[src/rtl/eth_axil_pkg.sv]
// Shared AXI4-Lite initiator definitions: FSM state encoding and AXI response codes.
package eth_axil_pkg;

    typedef enum logic [2:0] {
        ST_IDLE  = 3'd0,
        ST_WRITE = 3'd1,
        ST_WRESP = 3'd2,
        ST_READ  = 3'd3,
        ST_RDATA = 3'd4,
        ST_RESP  = 3'd5
    } state_e;

    localparam logic [1:0] AXI_RESP_OKAY   = 2'b00;
    localparam logic [1:0] AXI_RESP_SLVERR = 2'b10;

    function automatic logic resp_is_err(input logic [1:0] resp);
        return resp != AXI_RESP_OKAY;
    endfunction

endpackage

[src/rtl/eth_axil_fifo_initiator.sv]
// Single-outstanding AXI4-Lite master: valid/ready request in, AXI transaction, response out.
// Minimum 3 cycles accept-to-response; new requests are held off until the response is consumed.
module eth_axil_fifo_initiator
    import eth_axil_pkg::*;
#(
    parameter int axil_data_width_p = 32,
    parameter int axil_addr_width_p = 32,
    localparam int axil_mask_width_lp = axil_data_width_p >> 3
) (
    input  logic                          clk_i,
    input  logic                          reset_i,

    input  logic [axil_addr_width_p-1:0]  addr_i,
    input  logic [axil_data_width_p-1:0]  data_i,
    input  logic                          w_i,
    input  logic [axil_mask_width_lp-1:0] wmask_i,
    input  logic                          v_i,
    output logic                          ready_and_o,

    output logic [axil_data_width_p-1:0]  data_o,
    output logic                          err_o,
    output logic                          v_o,
    input  logic                          ready_and_i,

    output logic [axil_addr_width_p-1:0]  m_axil_awaddr_o,
    output logic [2:0]                    m_axil_awprot_o,
    output logic                          m_axil_awvalid_o,
    input  logic                          m_axil_awready_i,

    output logic [axil_data_width_p-1:0]  m_axil_wdata_o,
    output logic [axil_mask_width_lp-1:0] m_axil_wstrb_o,
    output logic                          m_axil_wvalid_o,
    input  logic                          m_axil_wready_i,

    input  logic [1:0]                    m_axil_bresp_i,
    input  logic                          m_axil_bvalid_i,
    output logic                          m_axil_bready_o,

    output logic [axil_addr_width_p-1:0]  m_axil_araddr_o,
    output logic [2:0]                    m_axil_arprot_o,
    output logic                          m_axil_arvalid_o,
    input  logic                          m_axil_arready_i,
    input  logic [axil_data_width_p-1:0]  m_axil_rdata_i,
    input  logic [1:0]                    m_axil_rresp_i,
    input  logic                          m_axil_rvalid_i,
    output logic                          m_axil_rready_o
);

    state_e                          state_q, state_d;
    logic [axil_addr_width_p-1:0]    addr_q, addr_d;
    logic [axil_data_width_p-1:0]    data_q, data_d;
    logic [axil_mask_width_lp-1:0]   wmask_q, wmask_d;
    logic                            aw_done_q, aw_done_d;
    logic                            w_done_q, w_done_d;
    logic [axil_data_width_p-1:0]    resp_data_q, resp_data_d;
    logic                            err_q, err_d;

    logic aw_fire, w_fire;

    // Gating with reset_i keeps the request side closed for every reset cycle.
    assign ready_and_o      = (state_q == ST_IDLE) && !reset_i;

    assign m_axil_awaddr_o  = addr_q;
    assign m_axil_awprot_o  = 3'b000;
    assign m_axil_awvalid_o = (state_q == ST_WRITE) && !aw_done_q;
    assign m_axil_wdata_o   = data_q;
    assign m_axil_wstrb_o   = wmask_q;
    assign m_axil_wvalid_o  = (state_q == ST_WRITE) && !w_done_q;
    assign m_axil_bready_o  = (state_q == ST_WRESP);
    assign m_axil_araddr_o  = addr_q;
    assign m_axil_arprot_o  = 3'b000;
    assign m_axil_arvalid_o = (state_q == ST_READ);
    assign m_axil_rready_o  = (state_q == ST_RDATA);

    assign v_o    = (state_q == ST_RESP);
    assign data_o = resp_data_q;
    assign err_o  = err_q;

    assign aw_fire = m_axil_awvalid_o && m_axil_awready_i;
    assign w_fire  = m_axil_wvalid_o && m_axil_wready_i;

    always_comb begin
        state_d     = state_q;
        addr_d      = addr_q;
        data_d      = data_q;
        wmask_d     = wmask_q;
        aw_done_d   = aw_done_q;
        w_done_d    = w_done_q;
        resp_data_d = resp_data_q;
        err_d       = err_q;
        case (state_q)
            ST_IDLE: begin
                if (v_i && ready_and_o) begin
                    addr_d    = addr_i;
                    data_d    = data_i;
                    wmask_d   = wmask_i;
                    aw_done_d = 1'b0;
                    w_done_d  = 1'b0;
                    state_d   = w_i ? ST_WRITE : ST_READ;
                end
            end
            ST_WRITE: begin
                // AW and W complete independently, possibly in the same cycle.
                if (aw_fire) aw_done_d = 1'b1;
                if (w_fire)  w_done_d  = 1'b1;
                if ((aw_done_q || aw_fire) && (w_done_q || w_fire)) state_d = ST_WRESP;
            end
            ST_WRESP: begin
                if (m_axil_bvalid_i) begin
                    resp_data_d = '0;
                    err_d       = resp_is_err(m_axil_bresp_i);
                    state_d     = ST_RESP;
                end
            end
            ST_READ: begin
                if (m_axil_arready_i) state_d = ST_RDATA;
            end
            ST_RDATA: begin
                if (m_axil_rvalid_i) begin
                    resp_data_d = m_axil_rdata_i;
                    err_d       = resp_is_err(m_axil_rresp_i);
                    state_d     = ST_RESP;
                end
            end
            ST_RESP: begin
                if (ready_and_i) state_d = ST_IDLE;
            end
            default: state_d = ST_IDLE;
        endcase
    end

    always_ff @(posedge clk_i) begin
        if (reset_i) begin
            state_q     <= ST_IDLE;
            addr_q      <= '0;
            data_q      <= '0;
            wmask_q     <= '0;
            aw_done_q   <= 1'b0;
            w_done_q    <= 1'b0;
            resp_data_q <= '0;
            err_q       <= 1'b0;
        end else begin
            state_q     <= state_d;
            addr_q      <= addr_d;
            data_q      <= data_d;
            wmask_q     <= wmask_d;
            aw_done_q   <= aw_done_d;
            w_done_q    <= w_done_d;
            resp_data_q <= resp_data_d;
            err_q       <= err_d;
        end
    end

endmodule

[config.mk]
export PLATFORM = sky130hd
export DESIGN_NAME = eth_axil_fifo_initiator
export DESIGN_NICKNAME = d
export VERILOG_FILES = /design/src/rtl/eth_axil_pkg.sv /design/src/rtl/eth_axil_fifo_initiator.sv
export SDC_FILE = /design/constraint.sdc
export NUM_CORES = 1
export LEC_CHECK = 0
export ABC_AREA = 1
export CORE_MARGIN = 2
export CORE_UTILIZATION = 36
export CTS_BUF_LIST = sky130_fd_sc_hd__clkbuf_8 sky130_fd_sc_hd__clkbuf_16
export DETAILED_ROUTE_END_ITERATION = 8
export HOLD_SLACK_MARGIN = 0.02
export PLACE_DENSITY = 0.91
export SLEW_MARGIN = 20
export SYNTH_ARGS = -nofsm -noshare
export SYNTH_HDL_FRONTEND = slang
export SYNTH_SLANG_ARGS = --single-unit
[constraint.sdc]
create_clock -name clk_i -period 2.73 [get_ports clk_i]
set_input_delay 0.4095 -clock clk_i [delete_from_list [all_inputs] [get_ports clk_i]]
set_output_delay 0.4095 -clock clk_i [all_outputs]
set_load 0.01 [all_outputs]
==> impl_results.md, run 1 <==
* Status: complete, no violations
* Vias in the first global route at ~3,700
* Initial DRC Count at 167
* Initial antenna violation count at 0
* Most frequent cells in the layout: clkdlybuf4s50_1, dfxtp_1, nand2_1, a22o_1, a21oi_1
* Total Power at 4.78 mW
* Leak at between 2 and 2.5 nW
* Final worst-path cycle share at 81.4%
* Register area share after synthesis at 54.9%
* P per Cell Area at 747 nW/um2
* Main combinational cell family by area after synthesis: compound AO/OA/AOI/OAI gates
* Slowest CP cell: clkdlybuf4s50_1
* CP Data Arrival Time at 1.81 ns
* R2r endpoint: err_o$_SDFFE_PP0P_
* Row count at 37
* # DRC at 0
* Setup crit end kind: output pin
* Count of input and output buffers at between 200 and 300
* Reg2reg setup slack at 0.76 ns
* Hold wc startpoint: data_o[10]$_SDFFE_PP0P_
* I/O pin count at 260
* Die H at about 110 um
* Drt total wl at between 10,000 and 15,000 um
* Later-pin clock latency in the skew report at 0.35 ns
* Fin. Hold Viols at 0
* Critical path class: reg2out
* Min Hold Slack at between 0.4 and 0.5 ns
* Min cycle time layout at 2.22 ns
* Most common cell after layout, fill and taps aside: clkdlybuf4s50_1
* Drt wl/cell at approximately 16 um
* Inserted Diodes at 0
* Flops & latches, synth at 106
* Fin nets at 731
* WHS Endpoint: data_o[10]$_SDFFE_PP0P_
* RSZ-0062 raised after global routing: false
* Max Root-Sink Buffers at 2
* Total number of vias at 3,611
* HPWL after DPL at 8880 um
* Drt first pass iters at 6
* Multiplexer share of the synthesized area at 0%
* Worst-Margin Slew at 0.692 ns
* CTS tree: done
* Max-cap violation count at 0
* Htree depth at 3
* Syn Std Cell Area at 3870 um2
* Crit path cell chain: inv_1 > nor2_1 > nand2_1 > inv_1 > clkdlybuf4s50_1
* Via/cell ratio at 4.78
* Share of layout cells above drive strength 1 at 4.35%
* Final core utilization at around three fifths
* Yosys warns at 0
* Fmax at 450 MHz
* Antenna Violating Nets Remaining at 0
* Die W at roughly 110 um
* First-pass GRT wire length at 18,200 um
* Most frequent CP cell: inv_1
* XOR/XNOR Fraction of Synth Area at 0%
* Critical path launch point: state_q[1]$_SDFFE_PP0P_
* R2R cell count at 7
* Setup_tns at 0 ns
* Synth Area per Inst at 9.53 um2
* PostCTS Resize Cnt at 0
* Syn Inst Count at 406
* Core Region at 10,400 um2
* Post-Synth Adder-Cell Area at 0%
* Final setup viols at 0
* Post-synthesis simple-gate area fraction at between 10% and 20%
* Largest net degree at the start of global routing at 70
* Maximum fanout along the worst path at 5
* Area grow syn2layout at 65.2%
* Worst EP required at ~2.3 ns
* TritonCTS buffer count at 9
* Headroom to the max-slew limit at 53.9%
* Setup bufs post-CTS at 0
* Clock root cell: clkbuf_8
* Placer Congestion at 0.794
* Fin Clk Skew at 0.00724 ns
* Fin. max-slew vios at 0
* Hold Path Stages at 2
* Synth cell types at 20
* DIE AREA at 11,600 um2
* Starting Density at between 30 and 40%
* Clk sinks at 106
* FF-to-FF Start: state_q[1]$_SDFFE_PP0P_
* Largest stage delay on the critical path at between 0.5 and 0.6 ns
* Min-delay worst type: reg2reg
* Complex-gate fraction of the synthesized area at between 20% and 30%
* Worst IR Drop VDD at 0.519 mV
* Global-route usage over all layers at 20.0%
* Startpoint Class: flop
* Post-CTS Hold Buffers at 0
* Reg clk slew, reported paths at around 0.090 ns
* Remaining global-route overflow at 0
==> cell usage after synthesis (all sizes together) <==
cell type  number  area, um2
clkbuf          3       11.3
nand2          81        304
a22o           68        596
dfxtp         106       2120
nor3            2       20.0
nand4           1       6.26
nand3           6       35.0
nand3b          1       7.51
conb            1       3.75
a21oi          35        175
nor2           27        114
inv            15       56.3
o21a            1       7.51
buf            59        410
==> worst max path at each step <==
stage               cells after the start                               to
finish                                  5                  m_axil_bready_o
global route                            5                  m_axil_bready_o
CTS                                     5                  m_axil_bready_o
detailed placement                      6   m_axil_wdata_o[1]$_SDFFE_PP0P_
global placement                        6  m_axil_wdata_o[18]$_SDFFE_PP0P_
floorplan                               8  m_axil_wdata_o[10]$_SDFFE_PP0P_
==> flip-flops by register name, indices dropped and copies added (netlist names) <==
name	flops
err_o	1
w_done_q	1
data_o	32
m_axil_wdata_o	32
state_q	3
m_axil_wstrb_o	4
aw_done_q	1
m_axil_araddr_o	32
==> report_power, final <==
group	total, mW	leakage [nW]	internal (mW)	switching [mW]
combinational	1.83	1.49	1.01	0.824
clock	0.927	0.0913	0.415	0.512
sequential	2.02	0.865	1.82	0.196
==> critical path: cells and delay by family (launching register included) <==
kind,cells,cell delay [ns]
buffers and inverters,3,0.73
DFF,1,0.38
and+or+nand+nor,2,0.36
==> stage by stage <==
step / cell area (um2) / setup slack (ns) / cells
floorplan: 3890 / 1.23 / 411
global placement: 6210 / 0.596 / 742
detailed placement: 6210 / 0.529 / 742
CTS: 6390 / 0.493 / 756
global route: 6390 / 0.353 / 756
finish: 6390 / 0.508 / 756
==> per-layer routing <==
metal	track usage [%]	vias to the layer above	share of wire, %
li1	-	1749	-
met1	21.3	1685	38
met2	36.0	167	50
met3	8.90	10	11
met4	4.85	0	1.0
met5	0	-	0
==> layout make-up <==
cell class              instances  area, um2
clock inverters                 5       56.3
flip-flops and latches        106       2120
repair buffers                257       2570
clock buffers                   9        124
inverters                      15       56.3
well taps                     136        170
multi-input cells             228       1290
fillers                       843       3980
==> kinds of logic after synthesis <==
group,Yosys count
compound gates,104
buf+inv,77
flops,106
other cells,1
simple gates,118
(Power assumes the default switching activity.)
==> run 2: changes to the inputs <==
--- a/config.mk
+++ b/config.mk
@@ -7,11 +7,11 @@
 export LEC_CHECK = 0
 export ABC_AREA = 1
 export CORE_MARGIN = 2
-export CORE_UTILIZATION = 36
+export CORE_UTILIZATION = 32
 export CTS_BUF_LIST = sky130_fd_sc_hd__clkbuf_8 sky130_fd_sc_hd__clkbuf_16
 export DETAILED_ROUTE_END_ITERATION = 8
 export HOLD_SLACK_MARGIN = 0.02
-export PLACE_DENSITY = 0.91
+export PLACE_DENSITY = 0.86
 export SLEW_MARGIN = 20
 export SYNTH_ARGS = -nofsm -noshare
 export SYNTH_HDL_FRONTEND = slang
==> constraint.sdc (replaced) <==
create_clock -name clk_i -period 1.8 [get_ports clk_i]
set_input_delay 0.27 -clock clk_i [delete_from_list [all_inputs] [get_ports clk_i]]
set_output_delay 0.27 -clock clk_i [all_outputs]
set_load 0.01 [all_outputs]
==> run 2 against run 1 <==
Effect of this change:
- critical path depth unchanged
- global-route usage is 2.3 points lower
- combinational power grew 56%
- utilization fell by 6.4 points
- critical path type unchanged
- critical endpoint unchanged
- largest cell class unchanged
- highest routed layer unchanged
==> impl_results.md, run 2 (synthesized netlist as in run 1, its figures left out) <==
* Status: complete, no violations (unchanged)
* Core Region at 11,900 um2 (was 10,400 um2)
* Initial DRC Count at 189 (was 167)
* Htree depth at 3 (unchanged)
* Fin. max-slew vios at 0 (unchanged)
* Total number of vias at 3,669 (was 3,611)
* CTS tree: done (unchanged)
* Int Power at 5.45 mW (was 3.24 mW)
* Initial antenna violation count at 0 (unchanged)
* Largest net degree at the start of global routing at 69 (was 70)
* Remaining global-route overflow at 0 (unchanged)
* Count of input and output buffers at 253 (unchanged)
* Post-CTS Hold Buffers at 0 (unchanged)
* Starting Density at 32.5% (was 37.3%)
* Reg clk slew, reported paths at 0.07 ns (was 0.09 ns)
* CP Data Arrival Time at 1.40 ns (was 1.81 ns)
* Drt first pass iters at 4 (was 6)
* Setup bufs post-CTS at 0 (unchanged)
* Fin. Hold Viols at 0 (unchanged)
* Drt wl/cell at 15.5 um (was 15.6 um)
* First-pass GRT wire length at 18,200 um (about the same)
* Later-pin clock latency in the skew report at 0.34 ns (was 0.35 ns)
* Inserted Diodes at 0 (unchanged)
* Fmax at 599 MHz
* Drt total wl at 12,000 um (was 11,800 um)
* DIE AREA at 13,000 um2 (was 11,600 um2)
* Setup ws final at 0.132 ns (was 0.508 ns)
* Min cycle time layout at 1.67 ns
* TritonCTS buffer count at 9 (unchanged)
* Die W at 114 um (was 108 um)
* Row count at 40 (was 37)
* Clk sinks at 106 (unchanged)
* Max-cap violation count at 0 (unchanged)
* NetSw at 2.43 mW (was 1.53 mW)
* HPWL after DPL at 8820 um (was 8880 um)
* Placer Congestion at 0.781 (was 0.794)
* Area grow syn2layout at 70.1% (was 65.2%)
* P per Cell Area at 1200 nW/um2 (was 747 nW/um2)
* Vias in the first global route at 3,638 (was 3,694)
* Fillers at 1,004 (was 843)
* Sequential Power Share at 38.8% (was 42.2%)
* Area after DPL at 6280 um2 (was 6210 um2)
* Share of layout cells above drive strength 1 at 5.61% (was 4.35%)
* Reg2reg setup slack at 0.28 ns (was 0.76 ns)
* Final setup viols at 0 (unchanged)
* Via/cell ratio at 4.76 (was 4.78)
* Global-route usage over all layers at 17.7% (was 20.0%)
* Leak at 2.56 nW (was 2.45 nW)
* Setup crit end kind: output pin (unchanged)
* Most common cell after layout, fill and taps aside: clkdlybuf4s50_1 (unchanged)
* Switching power share of the total at 30.8% (was 32.1%)
* Clock root cell: clkbuf_16 (was clkbuf_8)
* Hold wc startpoint: data_o[5]$_SDFFE_PP0P_ (was data_o[10]$_SDFFE_PP0P_)
* R2r endpoint: m_axil_wdata_o[21]$_SDFFE_PP0P_ (was err_o$_SDFFE_PP0P_)
* Maximum fanout along the worst path at 5 (unchanged)
* Min Hold Slack at 0.465 ns (was 0.468 ns)
* Hold Path Stages at 2 (unchanged)
* R2R cell count at 8 (was 7)
* Design area at 6580 um2 (was 6390 um2)
* Worst EP required at 1.53 ns (was 2.32 ns)
* Total Power at 7.88 mW (was 4.78 mW)
* Final worst-path cycle share at 92.7%
* I/O pin count at 260 (unchanged)
* Critical path class: reg2out (unchanged)
* Logic gate share of total power at 36.3% (was 38.3%)
* Worst IR Drop VDD at 0.520 mV (was 0.519 mV)
* Max Root-Sink Buffers at 2 (unchanged)
* Fin Clk Skew at 0.00464 ns (was 0.00724 ns)
* WHS Endpoint: data_o[5]$_SDFFE_PP0P_ (was data_o[10]$_SDFFE_PP0P_)
* PostCTS Resize Cnt at 12 (was 0)
* Startpoint Class: flop (unchanged)
* FF-to-FF Start: state_q[2]$_SDFFE_PP0P_ (was state_q[1]$_SDFFE_PP0P_)
* Place WS at 0.0870 ns (was 0.529 ns)
* Min-delay worst type: reg2reg (unchanged)
* Die H at 114 um (was 108 um)
* # DRC at 0 (unchanged)
* Clock network fraction of total power at 24.9% (was 19.4%)
* RSZ-0062 raised after global routing: false (unchanged)
* Antenna Violating Nets Remaining at 0 (unchanged)
* Setup_tns at 0 ns (unchanged)
* Most frequent cells in the layout: clkdlybuf4s50_1, dfxtp_1, nand2_1, a22o_1, a21oi_1 (unchanged)
* Fin nets at 734 (was 731)
[run 2: changes by cell type in the layout (fill, tap and decap cells not counted), moves of 2 or more]
cell	delta
buf_12	+3
clkbuf_16	+9
clkbuf_8	-8
clkdlybuf4s50_1	-7
clkinv_4	+2
dfxtp_1	-2
dfxtp_2	+2
dlygate4sd2_1	+7
[run 2: layer usage]
metal	part of all wire, %	wire [um]	GRT usage, %	vias up
li1	-	-	-	1758
met1	40	4810	20.1	1712
met2	49	5850	30.6	185
met3	9.3	1110	5.74	14
met4	1.5	175	6.99	0
met5	0	0	0	-
[run 2: critical path, stage by stage (launching register included)]
cell           delay (ns)
dfxtp_2              0.36
inv_2                0.07
nor2_2               0.16
nand2_1              0.12
inv_1                0.08
dlygate4sd2_1        0.26
[run 2: final cells by class]
cell class                      count  area [um2]  share of cell area, %
Timing Repair Buffer              260        2630                   39.9
Clock inverter                      5        56.3                  0.856
Multi-Input combinational cell    228        1290                   19.7
Inverter                           15        56.3                  0.856
Sequential cell                   106        2120                   32.3
Tap cell                          147         184                   2.79
Clock buffer                       10         239                   3.63
[run 2: power by group through the flow]
| stage | combinational [mW] | sequential [mW] | clock [mW] |
|---|---|---|---|
| after floorplan | 1.27 | 3.23 | 0 |
| after global placement | 2.83 | 3.07 | 0 |
| after detailed placement | 2.89 | 3.10 | 0 |
| after CTS | 2.88 | 3.06 | 2.02 |
| after global routing | 3.07 | 3.11 | 2.10 |
| final | 2.86 | 3.06 | 1.97 |
[run 2: through the flow]
| stage | instances | util (%) |
|---|---|---|
| after CTS | 771 | 55.3 |
| after global placement | 756 | 52.8 |
| after floorplan | 411 | - |
| after detailed placement | 756 | 52.8 |
| final | 771 | 55.3 |
| after global routing | 771 | 55.3 |
[run 2: worst max path at each step]
stage                            start                               to  slack (ns)
5_1_grt        state_q[1]$_SDFFE_PP0P_                  m_axil_bready_o        0.01
3_5_place_dp                   reset_i          state_q[0]$_SDFFE_PP0P_        0.09
3_3_place_gp                   reset_i                      ready_and_o        0.15
2_1_floorplan  state_q[2]$_SDFFE_PP0P_  m_axil_wdata_o[10]$_SDFFE_PP0P_        0.33
6_report       state_q[1]$_SDFFE_PP0P_                  m_axil_bready_o        0.13
4_1_cts        state_q[1]$_SDFFE_PP0P_                  m_axil_bready_o        0.12
